File: src/rtl/arb_switch.sv
// Round-robin multi-master bus switch with address decode,
// unmapped-address error and per-transaction timeout.
module arb_switch #(
  parameter int NMASTERS = 2,
  parameter int NSLAVES  = 4,
  parameter logic [32*NSLAVES-1:0] BASE_ADDR = '0,
  parameter logic [5*NSLAVES-1:0] ADDR_WIDTH =
    {NSLAVES{5'd8}},
  parameter int TIMEOUT = 255
) (
  input  logic                   clk,
  input  logic                   rst,
  input  logic [32*NMASTERS-1:0] master_address,
  input  logic [32*NMASTERS-1:0] master_wdata,
  input  logic [4*NMASTERS-1:0]  master_wsel,
  input  logic [NMASTERS-1:0]    master_valid,
  output logic [31:0]            master_rdata,
  output logic [NMASTERS-1:0]    master_ready,
  output logic [NMASTERS-1:0]    master_error,
  output logic [31:0]            slave_address,
  output logic [31:0]            slave_wdata,
  output logic [3:0]             slave_wsel,
  output logic [NSLAVES-1:0]     slave_valid,
  input  logic [32*NSLAVES-1:0]  slave_rdata,
  input  logic [NSLAVES-1:0]     slave_ready,
  input  logic [NSLAVES-1:0]     slave_error
);

  localparam int GW = (NMASTERS > 1) ? $clog2(NMASTERS) : 1;
  localparam int SW = (NSLAVES > 1) ? $clog2(NSLAVES) : 1;
  localparam int TW = (TIMEOUT > 0) ? $clog2(TIMEOUT + 1) : 1;

  typedef enum logic {IDLE, BUSY} state_t;

  state_t        state;
  logic [GW-1:0] grant;
  logic [GW-1:0] rr_ptr;
  logic [TW-1:0] tcnt;

  int            gi;
  int            si;
  logic [31:0]   g_addr;
  logic [31:0]   g_wdata;
  logic [3:0]    g_wsel;
  logic          g_valid;
  logic          hit_any;
  logic [SW-1:0] sel;
  logic [31:0]   mask;
  logic          s_rdy;
  logic          s_err;
  logic          active;
  logic          timed_out;
  logic          resp;
  logic [GW-1:0] pick;
  logic [GW-1:0] pick_nxt;
  logic          found;

  assign gi = int'(grant);
  assign si = int'(sel);

  always_comb begin
    g_addr  = master_address[32*gi +: 32];
    g_wdata = master_wdata[32*gi +: 32];
    g_wsel  = master_wsel[4*gi +: 4];
    g_valid = master_valid[gi];
  end

  // Scan downward so the lowest-indexed hit is the one left standing.
  always_comb begin
    hit_any = 1'b0;
    sel     = '0;
    mask    = '0;
    for (int k = NSLAVES - 1; k >= 0; k--) begin
      mask = 32'hFFFF_FFFF << ADDR_WIDTH[5*k +: 5];
      if (((g_addr ^ BASE_ADDR[32*k +: 32]) & mask) == 32'h0) begin
        hit_any = 1'b1;
        sel     = SW'(k);
      end
    end
  end

  always_comb begin
    pick  = '0;
    found = 1'b0;
    for (int i = 0; i < NMASTERS; i++) begin
      if (!found && master_valid[(int'(rr_ptr) + i) % NMASTERS]) begin
        found = 1'b1;
        pick  = GW'((int'(rr_ptr) + i) % NMASTERS);
      end
    end
    pick_nxt = GW'((int'(pick) + 1) % NMASTERS);
  end

  assign s_rdy     = slave_ready[si];
  assign s_err     = slave_error[si];
  assign active    = (state == BUSY) && !rst && g_valid;
  assign timed_out = (TIMEOUT != 0) && (tcnt == TW'(TIMEOUT));
  assign resp      = hit_any && (s_rdy || s_err);

  assign slave_address = g_addr;
  assign slave_wdata   = g_wdata;
  assign slave_wsel    = g_wsel;
  assign master_rdata  = slave_rdata[32*si +: 32];

  // A response arriving on the timeout cycle still completes normally.
  always_comb begin
    slave_valid  = '0;
    master_ready = '0;
    master_error = '0;
    if (active) begin
      if (!hit_any) begin
        master_error[gi] = 1'b1;
      end else if (resp) begin
        slave_valid[si]  = 1'b1;
        master_ready[gi] = s_rdy;
        master_error[gi] = s_err;
      end else if (timed_out) begin
        master_error[gi] = 1'b1;
      end else begin
        slave_valid[si] = 1'b1;
      end
    end
  end

  always_ff @(posedge clk) begin
    if (rst) begin
      state  <= IDLE;
      grant  <= '0;
      rr_ptr <= '0;
      tcnt   <= '0;
    end else begin
      unique case (state)
        IDLE: begin
          tcnt <= '0;
          if (found) begin
            grant  <= pick;
            rr_ptr <= pick_nxt;
            state  <= BUSY;
          end
        end
        BUSY: begin
          tcnt <= tcnt + 1'b1;
          if (!g_valid || !hit_any || resp || timed_out) begin
            state <= IDLE;
            tcnt  <= '0;
          end
        end
        default: state <= IDLE;
      endcase
    end
  end

endmodule

File: config.mk
export PLATFORM = sky130hd
export DESIGN_NAME = arb_switch
export DESIGN_NICKNAME = d
export VERILOG_FILES = /design/src/rtl/arb_switch.sv
export SDC_FILE = /design/constraint.sdc
export NUM_CORES = 1
export LEC_CHECK = 0
export CAP_MARGIN = 40
export CORE_AREA = 2 2 149 151
export DETAILED_ROUTE_END_ITERATION = 8
export DIE_AREA = 0 0 151 153
export GPL_ROUTABILITY_DRIVEN = 0
export PLACE_DENSITY = 0.5
export SETUP_SLACK_MARGIN = 0.2
export SLEW_MARGIN = 20
export SYNTH_ARGS = -nofsm -noshare
export SYNTH_HDL_FRONTEND = slang
export SYNTH_SLANG_ARGS = --single-unit
File: constraint.sdc
create_clock -name clk -period 3.45 [get_ports clk]
set_input_delay 0.5175 -clock clk [delete_from_list [all_inputs] [get_ports clk]]
set_output_delay 0.5175 -clock clk [all_outputs]
set_load 0.1 [all_outputs]
; Word level (Yosys, flattened, before mapping)
; Cells that the tools add are included.
[word_totals]
ff_bits = 11
[classes]
addsub = 3
n_lt_le_gt_ge = 4
n_eq_ne = 1
shifts = 3
mux = 30
n_bitwise = 4
reduce_logical = 15
[ops]
columns = operator, n
row1 = 64-bit by 7-bit variable part select with 32-bit output, 2
row2 = 32-bit zero test, 1
row3 = 1-bit 2-to-1 mux, 19
row4 = 8-bit case mux with 2 select lines, 1
row5 = 2-bit 2-to-1 mux, 7
row6 = 8-bit by 1-bit adder with 8-bit output (second input constant), 1
row7 = 8-bit equality test (second input constant), 1
row8 = 8-bit 2-to-1 mux, 1
row9 = 8-bit by 4-bit variable part select with 4-bit output, 1
row10 = 1-bit logical AND, 5
row11 = 2-bit AND, 2
row12 = 1-bit zero test, 4
row13 = 1-bit logical OR, 4
row14 = 1-bit by 2-bit < comparator with 1-bit output (second input constant), 2
row15 = 2-bit by 3-bit < comparator with 1-bit output (second input constant), 1
row16 = 1-bit adder (second input constant), 2
row17 = 1-bit case mux with 2 select lines, 1
row18 = 2-bit AND reduction, 1
row19 = 1-bit AND (first input constant), 1
row20 = 1-bit demux with 1-bit select, 1
row21 = 1-bit greater-or-equal comparator (second input constant), 1
row22 = 1-bit inverter, 1

; Depth between registers and ports, before layout
[logic_depth]
depth_word = 9
ltp_mapped = 6
ltp_nobuf = 5

; Worst setup path before layout
; No wires, ideal clock.
[synth_path]
path_kind = input port to output port
start = in master_address[59]
end = out master_ready[1]
arrival_ps = 3332
path_slack_ps = -399
stages = 5
path_cell_list = nor4b_1 > and4_1 > o211ai_2 > buf_6 > nor3_1
[synth_between]
elab_chain_len = 7
[synth_rtl]
columns = item, line
row1 = start: declaration, 13  ; input logic [32*NMASTERS-1:0] master_address,
row2 = 64-bit by 7-bit variable part select with 32-bit output *, 62  ; g_addr = master_address[32*gi +: 32];
row3 = 32-bit zero test *, 75  ; if (((g_addr ^ BASE_ADDR[32*k +: 32]) & mask) == 32'h0) begin
row4 = 1-bit 2-to-1 mux *, 75
row5 = 1-bit logical AND, 98  ; assign resp = hit_any && (s_rdy || s_err);
row6 = 2-bit 2-to-1 mux, 113  ; end else if (resp) begin
row7 = 2-bit 2-to-1 mux *, 111  ; if (!hit_any) begin
row8 = 2-bit 2-to-1 mux *, 110  ; if (active) begin
row9 = end: declaration, 18  ; output logic [NMASTERS-1:0] master_ready,
; Mark *: on every way between the ends. The rest lies on a longest branch, timed or not.

; Worst setup path after layout
[layout_path]
start = in master_address[18]
end = out slave_valid[0]
[layout_between]
elab_chain_len = 7
[layout_rtl]
columns = item, line
row1 = 64-bit by 7-bit variable part select with 32-bit output *, 62
row2 = 32-bit zero test *, 75
row3 = 1-bit 2-to-1 mux *, 75
row4 = 1-bit logical AND, 98
row5 = 1-bit 2-to-1 mux, 113
row6 = 1-bit 2-to-1 mux *, 111
row7 = 1-bit 2-to-1 mux *, 110
row8 = end: declaration, 23  ; output logic [NSLAVES-1:0] slave_valid,
; Marks and branches as above.

==> metrics.yaml <==
sta:
  max-slew-margin-rel_pct: 57.2
  worst_pin_slew_ns: 0.638
  skew_ns: 0.00192
  setup_viol: 0
  finalHoldViolCount: 0
  fmaxAchievable_mhz: 329
  fin_ws_ns: 0.411
  rsz0062_at_grt: "no"
  post-route-period-util_pct: 88.1
  finalCriticalPeriod_ns: 3.04
  slew_viol_final: 0
clock_network:
  cts_resized: 0
  clockBufferDepth: 2
  cts_num_sinks: 11
  cts_made_buffers: 3
  root_buffer: "clkbuf_16"
  clk_pin_slew_worst_paths_ns: 0.04
  cts_hold_buf: 0
  post_cts_buffers: 0
  cts_tree: "done"
  insertion_delay_ns: 0.24
  h-tree-depth: 1
drt:
  firstDrtPassIters: 4
  vias: 2229
  viasPerCell: 3.38
  drtIter0Drc: 33
  post_drt_wl_per_cell_um: 16.4
  drtAntennaViolNets: 0
  drc: 0
  wl_um: 10800
logic_synthesis:
  syn_inst: 198
  synthFlopType: "dfxtp_1"
  yosysTopAreaCellShare_pct: 41.6
  seq_area_frac_synth_pct: 12.0
  ys_top_cells_by_area: "mux2_2 42%, buf_4 14%, dfxtp_1 12%, nor4_2 4.8%, nor4_1 3.1%"
  postSynthAreaPerCell_um2: 9.29
  synth.largest_area_cell: "mux2_2"
  yosys_warnings: 0
  postSynth.asyncResetShare_pct: 0
  syn-cell-area_um2: 1840
  yosysUniqueCellTypes: 34
  synth_seq_cells: 11
  synth_edf_count: 0
finish:
  diodes: 0
  final_common_cell: "clkdlybuf4s50_1"
  nets: 658
  drive_above_1_share_pct: 43.4
  final_cell_mix: "141 x clkdlybuf4s50_1, 76 x buf_4, 68 x mux2_2"
  area_growth_syn_to_layout_pct: 119
  final_area_um2: 4030
grt:
  grt_pass1_vias: 2575
  grt_max_degree: 32
  antenna_found_initial: 0
  grt-ovfl-total: 0
  grt_use_total_pct: 8.93
  grt_first_pass_wirelength_um: 15100
min_path:
  whs_path_depth: 1
  hold_path.class: "flop to flop"
die:
  rows: 54
  die_area_um2: 23100
  fp.coreArea_um2: 21500
  io_pins: 384
  initial_core_util_pct: 8.56
  die-width_um: 151
  die_h_um: 153
setup_path:
  start_kind: "primary input"
  crit_fanout: 6
  r2r_cells: 5
  worst_ep_required_time_ns: 2.93
  cp-end-kind: "primary output"
  critPathArrivalTime_ns: 2.52
  critical_path_class: "primary input to primary output"
placed_design:
  post-place-ws_ns: 0.209
  dpl_cell_area_um2: 3950
  numPortBuffers: 214
  place_hpwl_um: 9850
power_and_ir_drop:
  leakage_nw: 1.46
  p_per_area_nw_per_um2: 327
  ir_drop_mv: 0.131
  total_power_mw: 1.32
status:
  status: "finished clean"
job:
  cap_violations: 0
==> path summary, 6_finish.rpt <==
check / startpoint / end / slack, ns
setup / recovery: master_address[18] / slave_valid[0] / 0.41
hold / removal: tcnt[0] / tcnt[0] / 0.50
setup reg to reg: grant / tcnt[1] / 1.48
hold reg to reg: tcnt[0] / tcnt[0] / 0.50
==> cells by family (layout without fill, tap and decap cells) <==
| logic type | count (synthesis) | after routing | share of synthesized area (%) |
|---|---|---|---|
| AO/OA/AOI/OAI | 13 | 13 | 5.65 |
| XOR/XNOR | 6 | 6 | 2.86 |
| adder cells (fa/ha/maj) | 1 | 1 | 0.680 |
| buffers and inverters | 49 | 229 | 18.6 |
| flip-flops | 11 | 11 | 12.0 |
| multiplexers | 69 | 69 | 42.2 |
| other | 1 | 3 | 0.204 |
| AND/OR/NAND/NOR | 48 | 48 | 17.9 |
==> report_power, final <==
group          switching [mW]  total [mW]  internal, mW
clock                  0.0552       0.210         0.155
sequential            0.00891       0.139         0.130
combinational           0.663       0.968         0.305
==> routing by layer <==
| layer | track usage (%) | up-vias | wire length, um |
|---|---|---|---|
| li1 | - | 1065 | - |
| met1 | 11.0 | 990 | 4500 |
| met2 | 14.3 | 148 | 4770 |
| met3 | 3.94 | 26 | 1310 |
| met4 | 2.09 | 0 | 227 |
| met5 | 0 | - | 0 |
==> state kept, by name, summed over array words and instances (netlist names) <==
name    count
grant       1
rr_ptr      1
state       1
tcnt        8
==> worst max-delay path, stage by stage <==
cell	delay [ns]
clkdlybuf4s50_1	0.44
nor4_1	0.46
buf_4	0.20
a31oi_1	0.23
nor3_1	0.32
buf_4	0.18
buf_12	0.17
==> stage by stage <==
step	utilization, %	TNS (ns)	hold WS (ns)	std cells
after detailed placement	18.4	0	0.488	656
after global placement	18.4	0	0.485	656
after CTS	18.8	0	0.500	660
after floorplan	-	-0.831	0.457	200
after global routing	18.8	0	0.529	660
final	18.8	0	0.499	660
==> Yosys cell counts (2+ instances only) <==
library cell,n
buf_4,35
nand4_1,2
a21oi_1,2
inv_1,3
nand3_1,3
nor4b_1,2
o21ai_0,2
xor2_1,2
nor4_1,9
o311a_1,2
buf_6,2
nand2b_1,2
nor2_1,9
nand2_1,3
nor3_1,5
and3_1,2
dfxtp_1,11
mux2_2,68
buf_2,9
nor4_2,7
and4_1,2
xnor2_1,4
==> final cells by class <==
cell class                      instances  area (um^2)
Multi-Input combinational cell        140         1280
Timing Repair Buffer                  222         2080
Tap cell                              280          350
Clock buffer                            4         78.8
Fill cell                            2413        17500
Inverter                                3         11.3
Sequential cell                        11          224
Note: power is estimated with default switching activity, not from simulation.
